===== src/rtl/reaction_timer_pkg.sv =====
// Shared definitions for the reaction timer: FSM states, display limits and the
// LFSR polynomial used to randomise the wait before the "go" LED.
package reaction_timer_pkg;

    localparam int MAX_MS  = 9999;
    localparam int VALUE_W = 14;

    localparam logic [15:0] LFSR_SEED = 16'hACE1;
    // Taps for x^16 + x^14 + x^13 + x^11 + 1 (bits 15, 13, 12, 10).
    localparam logic [15:0] LFSR_TAPS = 16'hB400;

    typedef enum logic [2:0] {
        IDLE,
        WAIT,
        GO,
        DONE,
        ERROR
    } state_t;

    function automatic logic [15:0] lfsr_next(input logic [15:0] q);
        return {q[14:0], ^(q & LFSR_TAPS)};
    endfunction

endpackage


===== src/rtl/lfsr16.sv =====
// Free-running 16-bit Fibonacci LFSR; a non-zero seed keeps it off the all-zero lock-up state.
module lfsr16
    import reaction_timer_pkg::*;
(
    input  logic        clk,
    input  logic        reset,
    input  logic        en,
    output logic [15:0] q
);

    always_ff @(posedge clk) begin
        if (reset) begin
            q <= LFSR_SEED;
        end else if (en) begin
            q <= lfsr_next(q);
        end
    end

endmodule


===== src/rtl/reaction_timer.sv =====
// Reaction timer: random wait, light the go LED, count milliseconds until the
// button is pressed; a press during the wait is reported as a false start.
module reaction_timer
    import reaction_timer_pkg::*;
#(
    parameter int CLKS_PER_MS  = 10000,
    parameter int MIN_DELAY_MS = 1000,
    parameter int RAND_BITS    = 11
) (
    input  logic               clk,
    input  logic               reset,
    input  logic               btn,
    output logic [VALUE_W-1:0] value,
    output logic               show_error,
    output logic               led_go
);

    localparam int PRESC_W = (CLKS_PER_MS > 1) ? $clog2(CLKS_PER_MS) : 1;
    localparam int DELAY_W = $clog2(MIN_DELAY_MS + (1 << RAND_BITS));
    localparam logic [PRESC_W-1:0] PRESC_LAST = PRESC_W'(CLKS_PER_MS - 1);
    localparam logic [VALUE_W-1:0] VALUE_MAX  = VALUE_W'(MAX_MS);
    localparam logic [15:0]        RAND_MASK  = 16'((32'd1 << RAND_BITS) - 32'd1);

    logic       btn_meta;
    logic       btn_sync;
    logic       btn_prev;
    logic       btn_rise;
    logic [1:0] settle;

    // The settle count blocks a false edge when btn is already held as reset releases.
    always_ff @(posedge clk) begin
        if (reset) begin
            btn_meta <= 1'b0;
            btn_sync <= 1'b0;
            btn_prev <= 1'b0;
            btn_rise <= 1'b0;
            settle   <= 2'd0;
        end else begin
            btn_meta <= btn;
            btn_sync <= btn_meta;
            btn_prev <= btn_sync;
            btn_rise <= (settle == 2'd3) & btn_sync & ~btn_prev;
            if (settle != 2'd3) begin
                settle <= settle + 2'd1;
            end
        end
    end

    logic [15:0]        lfsr_q;
    logic [15:0]        rand_bits;
    logic [DELAY_W-1:0] delay_seed;

    lfsr16 u_lfsr (
        .clk   (clk),
        .reset (reset),
        .en    (1'b1),
        .q     (lfsr_q)
    );

    assign rand_bits  = lfsr_q & RAND_MASK;
    assign delay_seed = DELAY_W'(MIN_DELAY_MS) + DELAY_W'(rand_bits);

    state_t             state;
    state_t             state_next;
    logic [PRESC_W-1:0] presc;
    logic               tick;
    logic [DELAY_W-1:0] delay_cnt;
    logic [DELAY_W-1:0] delay_next;
    logic [VALUE_W-1:0] value_next;
    logic               show_error_next;
    logic               led_go_next;

    assign tick = (presc == PRESC_LAST);

    always_ff @(posedge clk) begin
        if (reset) begin
            state      <= IDLE;
            presc      <= '0;
            delay_cnt  <= '0;
            value      <= '0;
            show_error <= 1'b0;
            led_go     <= 1'b0;
        end else begin
            state      <= state_next;
            delay_cnt  <= delay_next;
            value      <= value_next;
            show_error <= show_error_next;
            led_go     <= led_go_next;
            if (state_next != state || tick) begin
                presc <= '0;
            end else begin
                presc <= presc + PRESC_W'(1);
            end
        end
    end

    always_comb begin
        state_next = state;
        delay_next = delay_cnt;
        value_next = value;

        case (state)
            IDLE: begin
                value_next = '0;
                if (btn_rise) state_next = WAIT;
            end
            WAIT: begin
                if (btn_rise) begin
                    state_next = ERROR;
                end else if (tick) begin
                    delay_next = delay_cnt - DELAY_W'(1);
                    if (delay_cnt == DELAY_W'(1)) state_next = GO;
                end
            end
            GO: begin
                // A press on a tick still takes that tick's increment.
                if (tick) begin
                    if (value == VALUE_MAX) begin
                        state_next = DONE;
                    end else begin
                        value_next = value + VALUE_W'(1);
                    end
                end
                if (btn_rise) state_next = DONE;
            end
            DONE: begin
                if (btn_rise) state_next = WAIT;
            end
            ERROR: begin
                value_next = '0;
                if (btn_rise) state_next = WAIT;
            end
            default: begin
                state_next = IDLE;
                value_next = '0;
            end
        endcase

        if (state_next == WAIT && state != WAIT) begin
            delay_next = delay_seed;
            value_next = '0;
        end
        if (state_next == ERROR) begin
            value_next = '0;
        end

        led_go_next     = (state_next == GO);
        show_error_next = (state_next == ERROR);
    end

endmodule


===== config.mk =====
export PLATFORM = sky130hd
export DESIGN_NAME = reaction_timer
export DESIGN_NICKNAME = d
export VERILOG_FILES = /design/src/rtl/reaction_timer_pkg.sv /design/src/rtl/lfsr16.sv /design/src/rtl/reaction_timer.sv
export SDC_FILE = /design/constraint.sdc
export NUM_CORES = 1
export LEC_CHECK = 0
export CAP_MARGIN = 15
export CORE_MARGIN = 2
export CORE_UTILIZATION = 53
export CTS_BUF_LIST = sky130_fd_sc_hd__clkbuf_16
export DETAILED_ROUTE_END_ITERATION = 10
export GPL_ROUTABILITY_DRIVEN = 0
export PLACE_DENSITY = 0.72
export SYNTH_ARGS = -nofsm -noshare
export SYNTH_HDL_FRONTEND = slang
export SYNTH_SLANG_ARGS = --single-unit

===== constraint.sdc =====
create_clock -name clk -period 2.4 [get_ports clk]
set_clock_uncertainty 0.1 [all_clocks]
set_input_delay 0.24 -clock clk [delete_from_list [all_inputs] [get_ports clk]]
set_output_delay 0.24 -clock clk [all_outputs]
set_load 0.05 [all_outputs]

Word-level counts from Yosys, hierarchy flattened. Index checks and enable logic that the tools add are counted. Widths: inputs -> output; s select.

Flip-flop bits (word level): 67. Output and inout bits: 16. Logic and storage cells: 65.

Add/sub/neg operators: 5. Eq/ne operators: 17. Mux-type cells: 15. Bitwise operators: 4. Reductions and logical operators: 12.

Operator list (count): $mux 12 (4); $add 14x1->14 const B (2); $eq 14x14->1 const B (2); $mux 14 (2); $pmux 14 s2 (1); $mux 3 (7); $reduce_xor 16->1 (1); $add 10x11->12 const A (1); $eq 12x1->1 const B (1); $sub 12x1->12 const B (1); $eq 3x2->1 const B (3); $pmux 3 s3 (1); $eq 3x1->1 const B (2); $eq 3x3->1 const B (2); $ne 2x2->1 const B (3); $reduce_and 3->1 (2); $reduce_or 3->1 (2); $reduce_bool 2->1 (2); $reduce_or 2->1 (2); $logic_not 3->1 (1); $ne 3x1->1 const B (1); $ne 3x3->1 (1); $add 2x1->2 const B (1); $and 1x1->1 (2); other kinds (5) (6).

Logic depth before layout (Yosys ltp). Gate-level depths: netlist of run 1.

Word-level depth: 9. Gate-level depth with buffers: 8. Mapped depth without buffers: 7.

Hierarchy. Synthesis of run 1 repeated with hierarchy kept, for this count alone.

Cells, all modules: 361. Area, all modules: 3276.9 µm².

Modules (own cells, without submodules): reaction_timer (times used 1, cells an instance 306, area an instance 2657.5 µm², seq. area each 1021.0 µm²); lfsr16 (times used 1, cells an instance 55, area an instance 619.3 µm², seq. area each 320.3 µm²).

Worst setup path before layout of run 1. No wires, ideal clock.

Kind: register -> register. Start point: reg value[13]. End point: reg led_go. Setup time: 0.131 ns. Arrival time: 2.251 ns. Path slack: -0.081 ns. Stages on the path, launching flop included: 7. Path buffers: 1. Clock period less this slack: 2.481 ns. Cells stage by stage: dfxtp_1 -> or4b_1 -> or4_4 -> buf_6 -> o31a_1 -> nor3_1 -> nor4_1.

Longest elaborated chain between the ends: 6.

RTL lines: start: declaration (RTL line reaction_timer.sv:13) `output logic [VALUE_W-1:0] value,`; start signal: assignment (RTL line reaction_timer.sv:86) `value <= value_next;`; $eq 14x14->1 (RTL line reaction_timer.sv:118) `if (value == VALUE_MAX) begin`; $mux 3 (RTL line reaction_timer.sv:118); $mux 3 (RTL line reaction_timer.sv:117) `if (tick) begin`; $mux 3 (RTL line reaction_timer.sv:124) `if (btn_rise) state_next = DONE;`; $pmux 3 s3 (RTL line reaction_timer.sv:102) `case (state)`; $eq 3x2->1 (RTL line reaction_timer.sv:147) `led_go_next = (state_next == GO);`; end signal: assignment (RTL line reaction_timer.sv:88) `led_go <= led_go_next;`; end: declaration (RTL line reaction_timer.sv:15) `output logic led_go`.

No other way between the ends. A chain may end at the register's enable or synchronous reset.

Final worst setup path of run 1.
Start point: reg value[5]. End point: reg led_go.

Same word-level chain as after synthesis.

==> run metrics, run 1 <==
DRT antenna net count=0; H-tree depth=3; Die Ht=80.49 µm; Port Buffers=18; Reg clk slew, reported paths=0.05 ns; antenna violations before repair=0; gr usage total=21.01%; worst skew pair latency=0.33 ns; crit-path cells=or4b_1, or4_4, o31a_1, nor3_1, nor4_1; Peak VDD IR=504.7 µV; WP data required=2.50 ns; commonest non-fill, non-tap cell in the layout=dfxtp_1; Final Max Slew Viols=0; clock tree sinks=67; vias per cell=5.561; Final Hold Viols=0; design area=0.003691 mm²; Synth Register Bits=67; Final Setup Violations=0; Die W=80.49 µm; multiplexer share of the synthesized area=1.655%; Hold WC Path Type=reg -> reg; Setup CP Type=reg -> reg; CTS tree=done; Slew HR=62.59%; grt ovf=0; Synthesized Nets=357; fin crit period=2.264 ns; largest family of logic cells by synthesized area=simple AND/OR/NAND/NOR gates; Setup TNS=0 ns; dpl cells=435; Nets=383; adder-cell area share of the yosys netlist=2.421%; Ys Warns=0; ys async rst share=0%; Non-Filler Instances=451; area grow syn2layout=19.05%; WL final=6.083 mm; status=finished clean; DR WL/cell=13.49 µm; vias in the first global route=2284; Slowest-stage cell, CP=or4_4; 1st-iter DRT viols=97; Vias=2508; worst slew pin tran=0.5561 ns; CTS Buffer Depth=2; ANT cells=0; Worst Hold Slack=0.3307 ns; first-pass GRT wire length=10.46 mm; Mapped Area=0.003100 mm²; Ports=19; TritonCTS Buffers=9; CP arrival=2.36 ns; XOR/XNOR Fraction of Synth Area=9.605%; Pwr Density=718.7 mW/mm²; floorplan row count=27; startpoint class of the critical path=flip-flop; commonest cells after routing, fill and taps aside=dfxtp_1 (61), nor2_1 (46), xor2_1 (21), nand2_1 (20), clkdlybuf4s50_1 (18); Die ar.=0.006478 mm²; Max-Cap Viols=0; CTS resizes=0; TritonRoute pass-1 iters=4; Pleak=1.348 nW; Root Buffer=clkbuf_16; core area=0.005574 mm²; Post-CTS Repair Setup Buffers=0; sequential cell area fraction in the yosys report=43.26%; dpl hpwl=4.140 mm; maximum fanout along the worst path=9; Placed Area=0.003373 mm²; DR DRC count=0; Synth Area in Compound Gates=9.887%; Worst setup EP type=flip-flop; final total power=2.653 mW; layout cells sized above 1=12.40%; slowest cell delay on critical path=0.60 ns; Initial Util=55.62%; Post-Synth Simple-Gate Area=29.26%; Synth Flop Type=dfxtp_1; Achievable Freq=441.8 MHz; number of synthesized flops with an enable pin=0; RSZ-0062 raised after global routing=false; Avg Cell Area, Syn=8.909 µm²; pin count of the biggest net entering global routing=38; Yosys cell types=45; Gate Count Post-Synth=348; Period Utilization, post-route=94.32%; hold buffer count at cts=0
==> area by class of cell <==
class,count,area (µm²)
clock buffers,9,225.2
clock inverters,7,92.59
fillers,471,1883
inverters,7,26.28
multi-input cells,259,1638
flip-flops and latches,67,1349
well taps,72,90.09
repair buffers,30,270.3
==> cell usage after synthesis (2+ instances only) <==
cell type  instances  area share (%)
buf_1              2            0.24
and4_2             2            0.65
or4b_1             2            0.65
nor4b_1            2            0.57
and3_1             7             1.4
nand2b_1           6             1.2
nand2_1           20             2.4
nor3_1            13             2.1
a211oi_1          11             2.7
mux2i_1            4             1.3
nand3_1           12             1.9
nand4_1           10             2.0
nor2b_1           12             2.4
xnor2_1           13             3.7
ha_1               6             2.4
and4_1             4             1.1
and2_1             2            0.40
or4_1              4            0.97
nor2_1            46             5.6
clkbuf_1           7            0.85
o21a_1             3            0.73
buf_6              5             1.8
nor4_1             7             1.4
o22ai_1            2            0.40
o21ai_0            6            0.97
or2_2              9             1.8
o31ai_1            2            0.48
inv_1              7            0.85
and3b_1            2            0.57
o211ai_1           4            0.97
dfxtp_1           67              43
xor2_1            21             5.9
or3_1              5             1.0
a21oi_1           10             1.6
a311oi_1           3            0.85
==> power breakdown <==
part	internal, mW	leakage (nW)	switching [mW]
logic	0.0449	0.650	0.0471
registers	1.15	0.549	0.0260
clock network	0.904	0.149	0.482
total	2.10	1.35	0.555
==> per-stage QoR <==
stage          utilization, %  worst slack, ns
3_5_place_dp            60.52           0.1693
4_1_cts                 66.22           0.1443
3_3_place_gp            60.52           0.1768
6_report                66.22           0.1364
5_1_grt                 66.22          0.04877
2_1_floorplan               -          0.02096
==> flip-flops by register name, summed over array words and instances (netlist names), 2 cells and up <==
signal / flops
delay_cnt: 12
presc: 14
settle: 2
state: 3
u_lfsr.q: 16
value: 14
==> worst paths after layout <==
check / startpoint / endpoint / slack, ns / depth (start not counted)
worst max register to register: value[5] / led_go / 0.14 / 5
worst min-delay path: u_lfsr.q[14] / u_lfsr.q[15] / 0.33 / 1
worst max-delay path: value[5] / led_go / 0.14 / 5
worst min register to register: u_lfsr.q[14] / u_lfsr.q[15] / 0.33 / 1
==> kinds of logic after synthesis <==
logic type,after synthesis
AO/OA/AOI/OAI,46
XOR/XNOR,34
adder cells (fa/ha/maj),6
buffers and inverters,22
flip-flops,67
multiplexers,5
AND/OR/NAND/NOR,168
==> critical path: cells and delay by family, from the launching register on <==
family / cells / cell delay, ns
AND/OR/NAND/NOR: 4 / 1.40
flip-flops: 1 / 0.34
AO/OA/AOI/OAI: 1 / 0.29
==> metal layers <==
metal | wire (µm) | vias up | GRT usage, %
li1 | - | 1287 | -
met3 | 208 | 11 | 5.730
met5 | 0 | - | 0
met1 | 3056 | 1167 | 28.28
met4 | 121 | 0 | 9.153
met2 | 2696 | 43 | 31.42
No activity file was read; power rests on OpenSTA's default activity.
==> run 2, diff against run 1 <==
clock period = 2.6 ns   (was 2.4 ns; I/O delays follow)
==> run metrics, run 2 (synthesis results as in run 1) <==
Non-Filler Instances=446; gr usage total=21.43%; floorplan row count=27; Worst setup EP type=flip-flop; Port Buffers=18; Final Hold Viols=0; Clock Power Share=48.7%; Nets=380; Met2 Wirelength=2.759 mm; CTS tree=done; FF-to-FF End=delay_cnt[6]; Slew HR=65.77%; # fillers=464; vias per cell=5.522; core area=0.005574 mm²; Setup CP Type=reg -> reg; worst skew pair latency=0.32 ns; Initial Util=55.62%; Pint=1.822 mW; status=finished clean; slowest cell delay on critical path=0.56 ns; sequential share of power=47.5%; H-tree depth=3; clock tree sinks=67; antenna violations before repair=0; Peak VDD IR=481.6 µV; area grow syn2layout=16.59%; DR WL/cell=13.89 µm; CP arrival=2.45 ns; Hold Path Depth=1; CTS resizes=0; Pwr Density=632.1 mW/mm²; RSZ-0062 raised after global routing=false; Ports=19; DR DRC count=0; DR top layer=met4; Period Utilization, post-route=89.44%; TritonCTS Buffers=9; R2R setup slack=0.27 ns; fin crit period=2.325 ns; Slowest-stage cell, CP=dfxtp_1; hold buffer count at cts=0; TritonRoute pass-1 iters=4; DRT antenna net count=0; Setup TNS=0 ns; WL final=6.195 mm; first-pass GRT wire length=10.65 mm; Final Setup Violations=0; Final Max Slew Viols=0; Biggest register=u_lfsr.q; Die ar.=0.006478 mm²; dpl cells=432; Achievable Freq=430.0 MHz; crit-path cells=nand2b_1, nor3_1, nand4_1, or4_1, a311oi_1; commonest non-fill, non-tap cell in the layout=dfxtp_1; WHS Endpoint=u_lfsr.q[12]; Reg clk slew, reported paths=0.05 ns; Reg-to-Reg Start=state[0]; pin count of the biggest net entering global routing=33; Largest register FFs=16; WP data required=2.73 ns; Max-Cap Viols=0; dpl hpwl=4.370 mm; WL met1=3.150 mm; Root Buffer=clkbuf_16; Vias=2463; grt ovf=0; Die W=80.49 µm; met3 WL post-DR=196 µm; Hold WC Path Type=reg -> reg; ANT cells=0; layout cells sized above 1=9.091%; 1st-iter DRT viols=105; combinational share of power=3.8%; hold path start=u_lfsr.q[11]; cell depth of the worst flop-to-flop path=5; maximum fanout along the worst path=12; Pleak=1.314 nW; commonest cells after routing, fill and taps aside=dfxtp_1 (67), nor2_1 (46), xor2_1 (21), nand2_1 (20), clkdlybuf4s50_1 (18); largest registers=u_lfsr.q: 16 flops, presc: 14 flops, value: 14 flops; Sw Ratio=20.27%; Die Ht=80.49 µm; P_sw=0.4632 mW; Post-CTS Repair Setup Buffers=0; startpoint class of the critical path=flip-flop; vias in the first global route=2259; worst slew pin tran=0.5118 ns; CTS Buffer Depth=2; Final Core Density=64.85%
run 2: final cells by class:
class / count / area [µm²] / share of cell area (%)
clock inverters: 5 / 46.29 / 1.281
well taps: 72 / 90.09 / 2.492
repair buffers: 27 / 247.7 / 6.854
clock buffers: 9 / 225.2 / 6.231
multi-input cells: 259 / 1638 / 45.31
inverters: 7 / 26.28 / 0.7269
flip-flops and latches: 67 / 1341 / 37.11
run 2: how the worst max path moves through the flow:
stage / from / to / slack, ns
after floorplan: value[13] / led_go / 0.12
after global placement: state[0] / delay_cnt[6] / 0.38
after detailed placement: state[0] / delay_cnt[6] / 0.32
after CTS: state[0] / delay_cnt[6] / 0.28
after global routing: state[0] / delay_cnt[6] / 0.04
final: state[0] / delay_cnt[6] / 0.27
run 2: through the flow:
step / worst slack (ns) / instance area, µm² / total power [mW] / hold WS (ns)
3_3_place_gp: 0.3826 / 3343 / 1.189 / 0.2939
5_1_grt: 0.03830 / 3615 / 2.375 / 0.3424
2_1_floorplan: 0.1185 / 3100 / 1.168 / 0.2394
6_report: 0.2746 / 3615 / 2.285 / 0.3352
4_1_cts: 0.2848 / 3615 / 2.308 / 0.3358
3_5_place_dp: 0.3239 / 3343 / 1.192 / 0.3115
run 2: critical path, delay by kind of cell, from the launching register on:
kind / cells / cell delay, ns
compound gates: 1 / 0.28
flops: 1 / 0.56
simple gates: 4 / 1.29
run 2: power groups by stage:
stage,Combinational [mW],Sequential [mW],Clock (mW)
final,0.0858,1.09,1.11
after global routing,0.0980,1.09,1.19
after CTS,0.0874,1.08,1.14
after detailed placement,0.0860,1.11,0
after global placement,0.0844,1.10,0
after floorplan,0.0689,1.10,0
run 2: metal layers:
| metal | vias to the layer above | track usage (%) |
|---|---|---|
| met5 | - | 0 |
| met4 | 0 | 10.17 |
| met1 | 1132 | 29.53 |
| li1 | 1279 | - |
| met2 | 44 | 32.08 |
| met3 | 8 | 4.157 |
==> run 3, diff against run 2 <==
--- a/config.mk
+++ b/config.mk
@@ -8,9 +8,9 @@
 export CAP_MARGIN = 15
 export CORE_MARGIN = 2
-export CORE_UTILIZATION = 53
+export CORE_UTILIZATION = 45
 export CTS_BUF_LIST = sky130_fd_sc_hd__clkbuf_16
 export DETAILED_ROUTE_END_ITERATION = 10
 export GPL_ROUTABILITY_DRIVEN = 0
-export PLACE_DENSITY = 0.72
+export PLACE_DENSITY = 0.66
 export SYNTH_ARGS = -nofsm -noshare
 export SYNTH_HDL_FRONTEND = slang
==> constraint.sdc (replaced) <==
create_clock -name clk -period 2.1 [get_ports clk]
set_clock_uncertainty 0.1 [all_clocks]
set_input_delay 0.21 -clock clk [delete_from_list [all_inputs] [get_ports clk]]
set_output_delay 0.21 -clock clk [all_outputs]
set_load 0.02 [all_outputs]
==> run metrics, run 3 (synthesis results as in run 1) <==
status=complete, but fails checks; failing checks=setup timing; WP data required=2.20 ns; H-tree depth=3; vias in the first global route=2516; layout cells sized above 1=23.27%; CTS Buffer Depth=2; # fillers=574; Setup TNS=-0.008030 ns; Biggest register=u_lfsr.q; Vias=2604; Final Hold Viols=0; vias per cell=5.380; commonest non-fill, non-tap cell in the layout=dfxtp_1; floorplan row count=30; Placed Area=0.003563 mm²; antenna violations before repair=0; DR WL/cell=13.79 µm; Achievable Freq=474.4 MHz; Initial Util=46.15%; CTS tree=done; Port Buffers=18; grt ovf=0; WL final=6.674 mm; Final Core Density=60.19%; Worst setup EP type=flip-flop; Pleak=1.530 nW; design area=0.004044 mm²; RSZ-0062 raised after global routing=true; clock tree sinks=67; ANT cells=0; worst slew pin tran=0.5074 ns; CP arrival=2.21 ns; area grow syn2layout=30.43%; Max-Cap Viols=0; 1st-iter DRT viols=108; first-pass GRT wire length=11.33 mm; Die W=87.01 µm; Die Ht=87.01 µm; dpl hpwl=4.582 mm; core area=0.006719 mm²; largest registers=u_lfsr.q: 16 flops, presc: 14 flops, value: 14 flops; Nets=409; Largest register FFs=16; Reg clk slew, reported paths=0.05 ns; Worst Hold Slack=0.3107 ns; Final Max Slew Viols=0; startpoint class of the critical path=flip-flop; worst skew pair latency=0.32 ns; Root Buffer=clkbuf_16; TritonCTS Buffers=9; Slew HR=65.30%; Hold WC Path Type=reg -> reg; Die ar.=0.007570 mm²; DR DRC count=0; Setup CP Type=reg -> reg; final total power=2.969 mW; fin crit period=2.108 ns; Pwr Density=734.1 mW/mm²; DRT antenna net count=0; Peak VDD IR=466.3 µV; maximum fanout along the worst path=4; pin count of the biggest net entering global routing=31; gr usage total=19.15%; Ports=19; Period Utilization, post-route=100.4%; TritonRoute pass-1 iters=4; worst setup margin=-0.008030 ns; hold buffer count at cts=0; commonest cells after routing, fill and taps aside=dfxtp_1 (58), nor2_1 (46), buf_4 (35), xor2_1 (21), nand2_1 (19); Final Setup Violations=1
==> run 3: cell types whose count changed in the layout (fill, tap and decap cells not counted), moves of 3 or more <==
| cell | change |
|---|---|
| buf_4 | +26 |
| clkinv_1 | -3 |
| dfxtp_1 | -9 |
| dfxtp_2 | +7 |
==> run 3: timing repair <==
item                       CTS  global route
pin swaps                    3            20
setup endpoints to repair   11            22
setup buffers                0             4
resized for setup            5            28
==> run 3: power breakdown <==
| group | leakage, nW | total, mW | switching [mW] | internal (mW) |
|---|---|---|---|---|
| logic | 0.825 | 0.120 | 0.0582 | 0.0613 |
| registers | 0.551 | 1.34 | 0.0292 | 1.31 |
| clock network | 0.155 | 1.51 | 0.531 | 0.977 |
| total | 1.53 | 2.97 | 0.618 | 2.35 |
==> run 3: per-stage QoR <==
| stage | setup WS (ns) | instances |
|---|---|---|
| 6_report | -0.008030 | 484 |
| 2_1_floorplan | -0.09562 | 348 |
| 5_1_grt | -0.05057 | 484 |
| 4_1_cts | -0.03312 | 480 |
| 3_5_place_dp | -0.04610 | 465 |
| 3_3_place_gp | -0.02104 | 465 |
==> run 3: layout make-up <==
class / count / area (µm²) / area share, %
clock inverters: 5 / 52.55 / 1.300
inverters: 7 / 26.28 / 0.6498
multi-input cells: 259 / 1772 / 43.81
clock buffers: 10 / 250.2 / 6.188
repair buffers: 56 / 485.5 / 12.00
flip-flops and latches: 67 / 1358 / 33.57
well taps: 80 / 100.1 / 2.475
==> run 3: per-layer routing <==
metal	global-route usage [%]	part of all wire, %	wire length (µm)
met1	24.54	47	3127
met2	30.19	48	3220
met3	6.351	3.6	242
met4	6.676	1.3	84
met5	0	0	0
==> run 3: path summary, 6_finish.rpt <==
kind	startpoint	to	slack [ns]	cells after the start
worst max register to register	value[11]	led_go	-0.008	5
worst min-delay path	u_lfsr.q[14]	u_lfsr.q[15]	0.31	1
worst min register to register	u_lfsr.q[14]	u_lfsr.q[15]	0.31	1
worst max-delay path	value[11]	led_go	-0.008	5
==> run 3: worst max-delay path, stage by stage (launching register included) <==
cell	delay (ns)
dfxtp_2	0.31
or4b_4	0.53
or4_4	0.57
o31a_1	0.29
nor3_2	0.12
nor4_1	0.06
